===== config.mk =====
export PLATFORM = sky130hd
export DESIGN_NAME = cdc_capture_arbiter
export DESIGN_NICKNAME = d
export VERILOG_FILES = /design/src/rtl/cdc_capture_arbiter.sv
export SDC_FILE = /design/constraint.sdc
export NUM_CORES = 1
export LEC_CHECK = 0
export ABC_AREA = 1
export BUFFER_PORTS_ARGS = -buffer_cell sky130_fd_sc_hd__buf_2
export CORE_MARGIN = 4
export CORE_UTILIZATION = 52
export DETAILED_ROUTE_END_ITERATION = 6
export GPL_TIMING_DRIVEN = 1
export PLACE_DENSITY_LB_ADDON = 0.12
export SLEW_MARGIN = 30
export SYNTH_ARGS = -nofsm -noshare
export SYNTH_HDL_FRONTEND = slang
export SYNTH_SLANG_ARGS = --single-unit

===== constraint.sdc =====
create_clock -name Bclk -period 1.6 [get_ports Bclk]
set_input_delay 0.08 -clock Bclk [delete_from_list [all_inputs] [get_ports Bclk]]
set_output_delay 0.08 -clock Bclk [all_outputs]
set_load 0.02 [all_outputs]

===== src/rtl/cdc_capture_arbiter.sv =====
// rtl/cdc_capture_arbiter.sv - round-robin sequencer for a shared sync-gated CDC capture path
module cdc_capture_arbiter #(
    parameter int NREQ    = 4,
    parameter int HOLDOFF = 2,
    parameter int TIMEOUT = 15
) (
    input  logic            Bclk,
    input  logic            reset,
    input  logic [NREQ-1:0] req,
    input  logic            sync,
    output logic [NREQ-1:0] grant,
    output logic            capture,
    output logic [NREQ-1:0] done,
    output logic            timeout,
    output logic            busy
);

    localparam int IW          = $clog2(NREQ);
    localparam int HW          = 4;
    localparam int WW          = 8;
    localparam int HOLD_LAST_I = (HOLDOFF > 0) ? HOLDOFF - 1 : 0;
    localparam int WAIT_LAST_I = (TIMEOUT > 0) ? TIMEOUT - 1 : 0;
    localparam logic [HW-1:0] HOLD_LAST = HW'(HOLD_LAST_I);
    localparam logic [WW-1:0] WAIT_LAST = WW'(WAIT_LAST_I);
    localparam logic [IW-1:0] LAST_REQ  = IW'(NREQ - 1);

    typedef enum logic [1:0] {
        ST_IDLE      = 2'd0,
        ST_WAIT_SYNC = 2'd1,
        ST_HOLDOFF   = 2'd2
    } state_t;

    state_t          state, state_nx;
    logic [NREQ-1:0] grant_nx;
    logic [NREQ-1:0] done_nx;
    logic            timeout_nx;
    logic [IW-1:0]   win, win_nx;
    logic [IW-1:0]   rr_ptr, rr_nx;
    logic [WW-1:0]   wait_cnt, wait_nx;
    logic [HW-1:0]   hold_cnt, hold_nx;

    logic            pick_valid;
    logic [IW-1:0]   pick_idx;
    logic [IW-1:0]   cand_idx;
    logic [IW-1:0]   win_next_ptr;
    int              cand;

    // Scan from the highest offset down so the lowest offset from rr_ptr wins.
    always_comb begin
        pick_valid = 1'b0;
        pick_idx   = '0;
        cand       = 0;
        cand_idx   = '0;
        for (int k = NREQ - 1; k >= 0; k--) begin
            cand = int'(rr_ptr) + k;
            if (cand >= NREQ) begin
                cand = cand - NREQ;
            end
            cand_idx = IW'(cand);
            if (req[cand_idx]) begin
                pick_valid = 1'b1;
                pick_idx   = cand_idx;
            end
        end
    end

    assign win_next_ptr = (win == LAST_REQ) ? '0 : win + IW'(1);

    always_comb begin
        state_nx   = state;
        grant_nx   = grant;
        done_nx    = '0;
        timeout_nx = 1'b0;
        win_nx     = win;
        rr_nx      = rr_ptr;
        wait_nx    = wait_cnt;
        hold_nx    = hold_cnt;
        capture    = 1'b0;

        case (state)
            ST_IDLE: begin
                if (pick_valid) begin
                    state_nx           = ST_WAIT_SYNC;
                    grant_nx           = '0;
                    grant_nx[pick_idx] = 1'b1;
                    win_nx             = pick_idx;
                    wait_nx            = '0;
                end
            end

            ST_WAIT_SYNC: begin
                // A withdrawn request abandons the slot even if sync arrives the same cycle.
                if (!req[win]) begin
                    state_nx = ST_IDLE;
                    grant_nx = '0;
                    rr_nx    = win_next_ptr;
                end else if (sync || (wait_cnt == WAIT_LAST)) begin
                    if (sync) begin
                        capture      = 1'b1;
                        done_nx[win] = 1'b1;
                    end else begin
                        timeout_nx = 1'b1;
                    end
                    grant_nx = '0;
                    rr_nx    = win_next_ptr;
                    hold_nx  = '0;
                    state_nx = (HOLDOFF == 0) ? ST_IDLE : ST_HOLDOFF;
                end else if (wait_cnt != '1) begin
                    wait_nx = wait_cnt + WW'(1);
                end
            end

            ST_HOLDOFF: begin
                grant_nx = '0;
                if (hold_cnt == HOLD_LAST) begin
                    state_nx = ST_IDLE;
                end else begin
                    hold_nx = hold_cnt + HW'(1);
                end
            end

            default: begin
                state_nx = ST_IDLE;
                grant_nx = '0;
            end
        endcase
    end

    always_ff @(posedge Bclk or posedge reset) begin
        if (reset) begin
            state    <= ST_IDLE;
            grant    <= '0;
            done     <= '0;
            timeout  <= 1'b0;
            win      <= '0;
            rr_ptr   <= '0;
            wait_cnt <= '0;
            hold_cnt <= '0;
        end else begin
            state    <= state_nx;
            grant    <= grant_nx;
            done     <= done_nx;
            timeout  <= timeout_nx;
            win      <= win_nx;
            rr_ptr   <= rr_nx;
            wait_cnt <= wait_nx;
            hold_cnt <= hold_nx;
        end
    end

    assign busy = (state != ST_IDLE);

endmodule


=== Yosys cells after proc, flatten, opt, wreduce, memory -nomap -nowiden ===
Cells that the tools add are included.

* Add/subtract/negate cells: 10
* Multiply operators: 0
* Divide/modulo/power cells: 0
* $lt $le $gt $ge: 12
* Equality and inequality tests: 15
* Shift operators: 0
* Muxes and demuxes: 58
* Bitwise gates (word level): 0
* Reduce and logical (&&, ||, !) cells: 13

{| class="wikitable"
|+ Operators by type and width
! operator !! count
|-
| 2-to-1 mux 4 bit || 9
|-
| 2-to-1 mux 8 bit || 4
|-
| 2-to-1 mux 2 bit || 15
|-
| 2-to-1 mux 1 bit || 19
|-
| less-than comparator 2 x 3 -> 1 bit (second input constant) || 6
|-
| one-hot mux 4 bit (2 select lines) || 2
|-
| one-hot mux 8 bit (2 select lines) || 1
|-
| inequality test 2 bit (second input constant) || 7
|-
| binary-select mux 1 bit (select 2 bit) || 5
|-
| greater-or-equal comparator 3 bit (second input constant) || 3
|-
| adder 8 x 1 -> 8 bit (second input constant) || 1
|-
| == test 8 x 4 -> 1 bit (second input constant) || 1
|-
| inequality test 8 bit (second input constant) || 1
|-
| subtractor 2 x 1 -> 2 bit (second input constant) || 4
|-
| adder 2 x 2 -> 3 bit (second input constant) || 2
|-
| one-hot mux 2 bit (3 select lines) || 1
|-
| AND reduction 2 bit || 3
|-
| nonzero test 2 bit || 3
|-
| AND reduction 5 bit || 1
|-
| adder 4 x 1 -> 4 bit (second input constant) || 1
|-
| demux 1 bit (select 2 bit) || 2
|-
| == test 2 bit (second input constant) || 2
|-
| == test 4 x 1 -> 1 bit (second input constant) || 1
|-
| greater-or-equal comparator 2 x 1 -> 1 bit (second input constant) || 2
|-
| 11 further kinds || 12
|}

* Bits in registers: 27
* Latch bits: 0
* Bits in writable memories: 0
* ROM bits: 0
* Input port bits: 7
* Output and inout port bits: 11
* Word-level logic and storage cells: 116
* Memories kept: 0

=== Depth between registers and ports, before layout ===
Gate-level depths: netlist of the first run.

* Depth in word-level cells: 15
* Mapped depth: 13
* Depth with buffers taken out: 11

=== Least setup slack after synthesis of the first run ===
No wires, ideal clock.

* Path type: register -> register
* From: reg wait_cnt[0]
* To: reg wait_cnt[0]
* Library setup time: 129 ps
* Arrival: 1351 ps
* Data required time: 1471 ps
* Slack: 120 ps
* Stages on the path, launching flop included: 10
* Buffers on the path: 1
* Clock period less this slack: 1480 ps
* Cells stage by stage: dfrtp_1 > inv_1 > ha_1 > nand2_1 > nor2_1 > nor2_2 > nand4_2 > nand2_4 > buf_6 > mux2i_1

* Word-level cells in the longest chain between the ends: 5
* Elaborated cells on any way between the ends: 11
* Classes of those cells: add/sub: 1; eq/ne: 4; mux: 4; reduce/logical: 2

{| class="wikitable"
|+ RTL lines
! element !! line !! source
|-
| from (decl) || 39 || <nowiki>logic [WW-1:0] wait_cnt, wait_nx;</nowiki>
|-
| from (signal assigned) || 146 || <nowiki>wait_cnt <= wait_nx;</nowiki>
|-
| adder 8 x 1 -> 8 bit || 109 || <nowiki>wait_nx = wait_cnt + WW'(1);</nowiki>
|-
| 2-to-1 mux 8 bit || 108 || <nowiki>end else if (wait_cnt != '1) begin</nowiki>
|-
| 2-to-1 mux 8 bit || 97 || <nowiki>end else if (sync || (wait_cnt == WAIT_LAST)) begin</nowiki>
|-
| 2-to-1 mux 8 bit || 93 || <nowiki>if (!req[win]) begin</nowiki>
|-
| one-hot mux 8 bit (2 select lines) || 80 || <nowiki>case (state)</nowiki>
|}

Several ways; a longest one is shown, not always the timed one. The select of a mux whose other input is x is not followed.
A chain may end at the register's enable or synchronous reset.

=== Final worst setup path of the first run ===
* From: reg wait_cnt[0]
* To: reg wait_cnt[4]

The elaborated chain is that of the path after synthesis.

==> results of run 1 <==
[power groups by stage]
stage	Sequential [mW]	Combinational, mW	Clock, mW
floorplan	1.03	1.33	0
global placement	1.01	1.75	0
detailed placement	1.02	1.79	0
CTS	1.01	1.87	0.312
global route	1.06	2.49	0.349
finish	1.03	2.23	0.308
[cells in the mapped netlist, types with 4 or more instances]
cell type	count
dfrtp_1	27
nand4_1	4
inv_1	30
nand2_1	71
xor2_1	7
ha_1	8
nand2_2	4
nand3_1	14
o21ai_2	4
nor2_1	23
o21ai_0	8
[timing repair]
| action | 4_1_cts | 5_1_grt |
|---|---|---|
| pin swaps | 2 | 15 |
| gates cloned | 0 | 2 |
| hold endpoints to repair | 28 | 0 |
| resized for setup | 7 | 29 |
| buffers inserted | 2 | 8 |
| hold buffers | 2 | 0 |
| setup endpoints to repair | 4 | 16 |
[cell families after synthesis]
| family | count (synthesis) | synth area share [%] |
|---|---|---|
| buf+inv | 34 | 8.79 |
| compound gates | 18 | 6.89 |
| mux | 1 | 0.606 |
| fa+ha+maj | 8 | 6.06 |
| flops | 27 | 40.9 |
| simple gates | 124 | 32.5 |
| xor+xnor | 8 | 4.24 |
[routing by layer]
metal	GRT usage, %	part of all wire, %
met4	7.12	1.3
met5	0	0
met2	26.3	47
met1	24.0	48
met3	2.99	3.4
[placed cells by master, fill, tap and decap left out, drive strengths merged]
cell type    instances
nand2               79
buf                 39
inv                 32
dfrtp               27
nor2                25
nand3               14
o21ai               14
ha                   8
xor2                 7
nand4                5
clkbuf               4
a21oi                2
nor3                 2
dlygate4sd3          2
a21boi               1
mux2i                1
nor4                 1
xnor2                1
o21bai               1
[state kept, by name, summed over array words and instances, names as in the netlist]
signal,flops
hold_cnt,4
timeout,1
state,2
done,4
grant,4
win,2
rr_ptr,2
wait_cnt,8
[worst paths after layout]
path / start / endpoint / slack, ps
setup / recovery: wait_cnt[0] / wait_cnt[4] / 20
hold / removal: reset / hold_cnt[1] / 330
setup reg to reg: wait_cnt[0] / wait_cnt[4] / 20
hold reg to reg: grant[3] / grant[3] / 500
max in group asynchronous: reset / rr_ptr[1] / 1000
min in group Bclk: req[0] / state[0] / 340
[final cells by class]
| cell class | count | area [sq um] | share of cell area, % |
|---|---|---|---|
| clock buffers | 4 | 26.3 | 1.25 |
| inverters | 32 | 123 | 5.84 |
| multi-input cells | 161 | 937 | 44.6 |
| flip-flops and latches | 27 | 678 | 32.3 |
| well taps | 44 | 55.1 | 2.62 |
| repair buffers | 41 | 280 | 13.3 |
[per-stage QoR]
step	util [%]	setup TNS (ps)
final	68.8	0
after global placement	60.9	0
after floorplan	-	0
after global routing	68.8	-256
after detailed placement	60.9	0
after CTS	63.5	0
[critical path: cells and delay by family (launching register included)]
family / cells / cell delay, ps
AND/OR/NAND/NOR: 4 / 530
adder cells (fa/ha/maj): 1 / 200
buffers and inverters: 2 / 270
AO/OA/AOI/OAI: 1 / 80
flip-flops: 1 / 430
==> impl_results.md, run 1 <==
- Status: finished clean
- CTS clk-pin slew, worst paths: 150 ps
- Mapped Cells: 220
- DR WL/cell: 11.4 microns
- Sw power: roughly 1.7 mW
- Max clock buf depth: 2
- PwrDens: around 1700 mW/mm^2
- Worst hold margin: between 300 and 400 ps
- Finished Layout Cells: approximately 310
- CTS tree: built
- Final setup fails: 0
- CP Capture Type: flip-flop
- Drt first pass iters: 4
- Drc violations: 0
- First-pass GRT wire length: between 5 and 6 mm
- Synth unique cells: 25
- Largest cells by area after synthesis: dfrtp_1 41%, nand2_1 16%, inv_1 6.8%, ha_1 6.1%, nor2_1 5.2%
- Skew final: 2.15 ps
- Post-route cell area: 0.00210 sq mm
- Top fanout value on the critical path: 6
- Synthesized area: between 0.0015 and 0.002 sq mm
- Yosys top cell area share: 40.9%
- Rel. slew slack: between 70 and 80%
- Syn_nets: roughly 240
- Fmax: 634 MHz
- Worst min path class: primary input to asynchronous set/reset pin
- GP Congestion: approximately 0.87
- Critical-path top delay cell: dfrtp_1
- GR Overflow Total: 0
- CTS root buffer: clkbuf_4
- Area growth syn-to-layout: 27.1%
- Post-synth EDFFs: 0
- Die area: roughly 0.0041 sq mm
- Post-DP Area: between 0.0015 and 0.002 sq mm
- R2R depth: 8
- Minimum clock period: around 1600 ps
- Antenna diode count: 0
- Final ANT Viol Nets: 0
- Filler cells: between 200 and 300
- Critical Path Max Stage Delay: ~430 ps
- Worst EP arrival: 1840 ps
- GRT Total Usage: ~17%
- Comb power frac: a little over three fifths
- Fin crit share: a little over nine tenths
- WS Path Type: flip-flop to flip-flop
- Cells after DPL: about 290
- Area leader, netlist: dfrtp_1
- Worst skew pair latency: around 330 ps
- Via count: approximately 1500
- Post-synth ARST share: between 90% and 100%
- Leakage: 1.14 nW
- # Max-Cap Violations: 0
- Vias in the first global route: around 1300
- Crit path cell chain: buf_4 -> buf_4 -> ha_2 -> nand3_2 -> nand4_4 -> nand2_4 -> nand2_1 -> o21ai_1
- TritonCTS Buffers: 3
- Internal power: around 1.8 mW
- Synthesized flop and latch total: 27
- Initial core utilization: between 50 and 60%
- Startpoint Class: flip-flop
- Fraction of layout cells with a size suffix above 1: ~32%
- Core Region: a little over 0.003 sq mm
- Fin nets: ~280
- DIE HEIGHT: about 64 microns
- DP HPWL: about 2.4 mm
- Seq pwr share: 28.9%
- Via density: 4.90
- Final Power: roughly 3.6 mW
- Largest net degree at the start of global routing: 28
- Die X: ~64 microns
- Final hold viol count: 0
- Tightest Pin Transition: 340 ps
- Final Max Slew Viols: 0
- RSZ-0062 raised after global routing: yes
- Initial antenna violation count: 0
- Dominant synthesized flop cell: dfrtp_1
- Sequential area share after synthesis: approximately two fifths
- Clk pwr share: under 10%
- Most frequent cell on the critical path: buf_4
- Warnings, synthesis: 0
- H-tree levels: 1
- Switching Share: between 40% and 50%
- Rows: 20
- Syn Area/Cell: between 7 and 8 sq um
- CP required: approximately 1900 ps
- Boundary Pins: 18
- TritonCTS Sinks: 27
- Post-Place Setup Slack: 21.7 ps
- Setup ws final: ~24 ps
- DRT iter0 DRCs: 110
- WL final: between 3 and 4 mm
- Peak VDD IR: 1050 uV
- IO Port Bufs: 17
Note: power is estimated with default switching activity, not from simulation.
==> run 2: changes to the inputs <==
--- a/config.mk
+++ b/config.mk
@@ -12,6 +12,7 @@
 export DETAILED_ROUTE_END_ITERATION = 6
 export GPL_TIMING_DRIVEN = 1
 export PLACE_DENSITY_LB_ADDON = 0.12
+export SETUP_SLACK_MARGIN = 0.2
 export SLEW_MARGIN = 30
 export SYNTH_ARGS = -nofsm -noshare
 export SYNTH_HDL_FRONTEND = slang
==> impl_results.md, run 2 (same netlist as run 1, synthesis figures left out) <==
- Status: finished clean
- Clk pwr share: about 7.5%
- Cells after DPL: 284
- Final hold viol count: 0
- TritonCTS Buffers: 3
- Antenna diode count: 0
- WL final: about 4.1 mm
- Final setup fails: 0
- Sw power: approximately 2.1 mW
- Via count: approximately 1600
- TritonCTS Sinks: 27
- Fraction of layout cells with a size suffix above 1: roughly 45%
- Minimum clock period: around 1600 ps
- Area growth syn-to-layout: 38.4%
- Drt first pass iters: 5
- Top fanout value on the critical path: 4
- Via density: 5.06
- Leakage: approximately 1.2 nW
- Max clock buf depth: 2
- Post-DP Area: 0.00181 sq mm
- Seq pwr share: 24.8%
- GP Congestion: between 0.8 and 0.9
- Final Max Slew Viols: 0
- DR WL/cell: ~13 microns
- Setup ws final: 23.4 ps
- Fmax: ~630 MHz
- Switching Share: between 50% and 60%
- Crit path cell chain: inv_2 -> nor2_1 -> o21ai_2 -> nand3_2 -> inv_2 -> buf_6
- GR Overflow Total: 0
- CP top delay family: flip-flops
- First-pass GRT wire length: between 6 and 7 mm
- Most flops, register: wait_cnt
- Largest net degree at the start of global routing: 28
- PwrDens: 1820 mW/mm^2
- Post-Place Setup Slack: -14.6 ps
- Worst hold margin: around 300 ps
- CTS root buffer: clkbuf_4
- Skew final: approximately 14 ps
- Tightest Pin Transition: approximately 370 ps
- Boundary Pins: 18
- Most common cell after layout, fill and taps aside: nand2_1
- Fin crit share: between 90% and 100%
- Rows: 20
- Critical Path Max Stage Delay: approximately 450 ps
- DP HPWL: ~2.4 mm
- Drc violations: 0
- Fin nets: around 290
- Core Region: around 0.0031 sq mm
- Finished Layout Cells: between 300 and 400
- Most frequent cell on the critical path: inv_2
- Most frequent cells in the layout: 47 x nand2_1, 26 x dfrtp_1, 25 x buf_4
- Worst skew pair latency: between 300 and 400 ps
- Multi-input combinational cell area: approximately 0.0011 sq mm
- Peak VDD IR: roughly 1000 uV
- Rel. slew slack: 75.4%
- Critical-path top delay cell: dfrtp_1
- H-tree levels: 1
- Post-route cell area: between 0.002 and 0.0025 sq mm
- # Max-Cap Violations: 0
- DIE HEIGHT: 64.4 microns
- Buf/Inv on CP: 3
- Worst min path class: primary input to flip-flop
- CP required: 1520 ps
- RSZ-0062 raised after global routing: yes
- WS Path Type: flip-flop to primary output
- Initial antenna violation count: 0
- IO Port Bufs: 17
- Initial core utilization: roughly 54%
- Startpoint Class: flip-flop
- Vias in the first global route: roughly 1400
- Die X: ~64 microns
- Die area: approximately 0.0041 sq mm
- Comb power frac: just under 70%
- DRT iter0 DRCs: 87
- Largest register FFs: 8
- CTS tree: built
- Final Power: about 4.2 mW
- GRT Total Usage: approximately a fifth
- CP Capture Type: primary output
- Filler cells: around 220
- FF/Latch Area: roughly 680 sq um
- Final ANT Viol Nets: 0
- Internal power: 2.03 mW
- Worst EP arrival: 1500 ps
- CTS clk-pin slew, worst paths: approximately 160 ps
## run 2: changes by cell type in the layout (fill, tap and decap cells not counted), moves of 4 or more
cell,change
buf_4,+4
inv_1,-4
inv_2,+4
nand2_1,-14
nand2_2,+9
nand3_1,-4
nand3_2,+4
nor2_1,-6
nor2_2,+4
o21ai_0,-5
## run 2: repair_timing
action / 4_1_cts / 5_1_grt
pin swaps: 8 / 21
buffers inserted: 16 / 5
hold buffers: 2 / 0
endpoints found under the setup margin: 28 / 25
gates cloned: 2 / 0
hold endpoints to repair: 28 / 0
gates resized for setup: 25 / 55
## run 2: final timing paths
path	from	end	slack [ps]	cells after the start
min in group asynchronous	reset	hold_cnt[2]	310	4
min reg2reg	grant[1]	grant[1]	500	2
max in group asynchronous	reset	rr_ptr[0]	1000	4
max reg2reg	rr_ptr[1]	wait_cnt[0]	60	10
max	win[0]	capture	20	6
min	req[0]	win[1]	300	6
## run 2: through the flow
stage          util (%)  setup TNS (ps)
2_1_floorplan         -               0
3_3_place_gp       59.3               0
3_5_place_dp       59.3           -14.6
4_1_cts            67.8               0
5_1_grt            74.9            -407
6_report           74.9               0
## run 2: final cells by class
cell class	count	share of cell area, %
multi-input combinational	161	47.8
timing repair buffer	45	13.6
clock inverter	1	0.219
inverter	32	5.36
tap	44	2.41
clock buffer	3	0.985
sequential	27	29.6
## run 2: per-layer routing
metal,vias to the layer above,global-route usage (%),share of wire (%)
li1,789,-,-
met1,758,25.4,46
met2,32,33.6,49
met3,4,3.16,3.6
met4,0,3.96,1.3
met5,-,0,0
## run 2: worst min-delay path: stages
cell and delay, ps:
buf_2 100, inv_1 50, nand2_2 80, nand3_2 110, nand2_2 130, o21ai_2 60
## run 2: power by group through the flow
stage	Combinational, mW	Clock, mW	Sequential [mW]
2_1_floorplan	1.34	0	1.03
3_3_place_gp	1.65	0	1.03
3_5_place_dp	1.66	0	1.04
4_1_cts	2.10	0.309	1.02
5_1_grt	3.08	0.336	1.05
6_report	2.81	0.311	1.03
==> run 3: changes to the inputs <==
--- a/config.mk
+++ b/config.mk
@@ -5,10 +5,10 @@
 export SDC_FILE = /design/constraint.sdc
 export NUM_CORES = 1
 export LEC_CHECK = 0
-export ABC_AREA = 1
+export ABC_AREA = 0
 export BUFFER_PORTS_ARGS = -buffer_cell sky130_fd_sc_hd__buf_2
 export CORE_MARGIN = 4
-export CORE_UTILIZATION = 52
+export CORE_UTILIZATION = 51
 export DETAILED_ROUTE_END_ITERATION = 6
 export GPL_TIMING_DRIVEN = 1
 export PLACE_DENSITY_LB_ADDON = 0.12
==> impl_results.md, run 3 <==
- Status: finished with violations
- Failing checks: setup timing
- Switching Share: about two fifths
- Startpoint Class: flip-flop
- Leakage: about 1.0 nW
- Most frequent cells in the layout: 32 x buf_4, 25 x dfrtp_1, 15 x buf_2
- Largest cells by area after synthesis: dfrtp_1 45%, ha_1 6.7%, mux2i_1 4.0%, inv_1 3.5%, and3_1 2.5%
- Synthesized flop and latch total: 27
- Fin nets: 222
- H-tree levels: 1
- Largest register FFs: 8
- DR WL/cell: ~17 microns
- Rows: 19
- Synthesized area: 0.00151 sq mm
- PwrDens: between 1500 and 2000 mW/mm^2
- DP HPWL: ~2.7 mm
- Most frequent cell after synthesis: dfrtp_1
- Core Region: between 0.002 and 0.003 sq mm
- Setup ws final: -168 ps
- CP Launch Point: state[1]
- Seq pwr share: about a third
- Final hold viol count: 0
- Final core occ: roughly three quarters
- Most common cell after layout, fill and taps aside: buf_4
- Final Max Slew Viols: 0
- First-pass GRT wire length: about 6.4 mm
- Filler cells: between 150 and 200
- R2R depth: 6
- Post-synth ARST share: between 90% and 100%
- Via density: approximately 5.8
- Initial antenna violation count: 0
- CTS root buffer: clkbuf_4
- GP Congestion: just under 0.9
- Tightest Pin Transition: slightly below 700 ps
- CTS tree: built
- Most flops, register: wait_cnt
- Area growth syn-to-layout: 39.9%
- Sw power: ~1.3 mW
- Post-Place Setup Slack: -98.0 ps
- GRT busiest layer: met2
- Fraction of layout cells with a size suffix above 1: 42.7%
- Worst skew pair latency: between 300 and 400 ps
- Area leader, netlist: dfrtp_1
- Fmax: 566 MHz
- Sequential area share after synthesis: 44.9%
- Rel. slew slack: 53.5%
- Met2 Resource Use GR: between 30% and 40%
- CP top delay family: flip-flops
- Dominant synthesized flop cell: dfrtp_1
- Via count: between 1000 and 1500
- IO Port Bufs: 17
- Final setup fails: 13
- Syn_nets: 166
- Peak VDD IR: around 1200 uV
- Boundary Pins: 18
- Worst hold start: sync
- Clk pwr share: under 10%
- Skew final: around 11 ps
- DRT iter0 DRCs: 87
- Post-route cell area: 0.00211 sq mm
- Worst min path class: primary input to flip-flop
- Max clock buf depth: 2
- WS Path Type: flip-flop to primary output
- CP required: ~1500 ps
- GR Overflow Total: 0
- GRT Total Usage: 19.9%
- Top post-synthesis cells by count: 27 x dfrtp_1, 14 x inv_1, 10 x nor2_1
- Die area: approximately 0.0039 sq mm
- Largest net degree at the start of global routing: 28
- DIE HEIGHT: approximately 62 microns
- WP depth: 6
- # Max-Cap Violations: 0
- Yosys top cell area share: 44.9%
- Hold path cells: 2
- Antenna diode count: 0
- Reg-to-reg slack, setup: -130 ps
- TritonCTS Buffers: 3
- Met3 Resource Use GR: 3.60%
- Initial core utilization: 54.1%
- Crit path cell chain: buf_6 -> nand3b_1 -> o22ai_4 -> buf_6 -> and2_4 -> buf_6
- Synth unique cells: 43
- Internal power: around 1.9 mW
- Minimum clock period: ~1800 ps
- Reg2reg start: wait_cnt[0]
- Critical-path top delay cell: dfrtp_1
- Vias in the first global route: roughly 1400
- Post-synth EDFFs: 0
- Drc violations: 0
- FF/Latch Area: 678 sq um
- Final Power: 3.23 mW
- CP Capture Type: primary output
- Die X: 62.3 microns
- Final ANT Viol Nets: 0
- Syn Area/Cell: 9.97 sq um
- Post-DP Area: around 0.0018 sq mm
- Mapped Cells: between 150 and 200
- Top fanout value on the critical path: 2
- Fin crit share: 110%
- WL final: approximately 4 mm
- Most frequent cell on the critical path: buf_6
- Worst hold margin: just over 100 ps
- Drt first pass iters: 4
- TritonCTS Sinks: 27
- Worst EP arrival: 1690 ps
- Warnings, synthesis: 0
- CTS clk-pin slew, worst paths: 150 ps
- RSZ-0062 raised after global routing: yes
- Comb power frac: 59.2%
- Critical Path Max Stage Delay: approximately 430 ps
- Multi-input combinational cell area: about 910 sq um
- Buf/Inv on CP: 3
- GR Util met1: about 25%
-- run 3: per-stage QoR --
step / cells / setup TNS, ps
after global placement: 224 / -175
final: 237 / -1240
after floorplan: 151 / -311
after global routing: 237 / -2540
after CTS: 233 / -776
after detailed placement: 224 / -467
-- run 3: worst paths after layout --
check	endpoint
worst min-delay path	done[0]
worst min register to register	grant[1]
min in group asynchronous	wait_cnt[2]
worst max register to register	wait_cnt[4]
worst max-delay path	capture
max in group asynchronous	win[1]
-- run 3: area by class of cell --
type | count | share of cell area, %
Sequential cell | 27 | 32.2
Clock buffer | 4 | 1.25
Timing Repair Buffer | 55 | 19.2
Inverter | 14 | 2.50
Multi-Input combinational cell | 106 | 43.0
Tap cell | 31 | 1.84
-- run 3: cell families (layout without fill, tap and decap cells) --
family / Yosys count / after routing / share of synthesized area (%)
and+or+nand+nor: 50 / 50 / 18.0
buffers and inverters: 18 / 73 / 5.07
adders and majority gates: 8 / 8 / 6.65
AOI/OAI and AO/OA: 38 / 38 / 18.6
muxes: 9 / 9 / 6.23
DFF: 27 / 27 / 44.9
xor gates and xnor gates: 1 / 1 / 0.582
-- run 3: repair_timing --
| item | CTS | global route |
|---|---|---|
| resized for setup | 21 | 20 |
| pin swaps | 6 | 6 |
| buffers inserted | 4 | 4 |
| hold buffers | 1 | 0 |
| endpoints found under the setup margin | 27 | 28 |
| hold endpoints to repair | 27 | 0 |
-- run 3: metal layers --
layer,vias to the layer above,wire length (microns)
met1,668,1720
met3,6,148
li1,660,-
met5,-,0
met2,30,2080
met4,0,55
-- run 3: power by group through the flow --
stage	Sequential, mW	Combinational (mW)	Clock (mW)
after global routing	1.04	2.07	0.332
after detailed placement	0.996	1.45	0
after CTS	1.00	1.67	0.305
after floorplan	1.08	0.802	0
after global placement	0.988	1.40	0
final	1.02	1.91	0.302
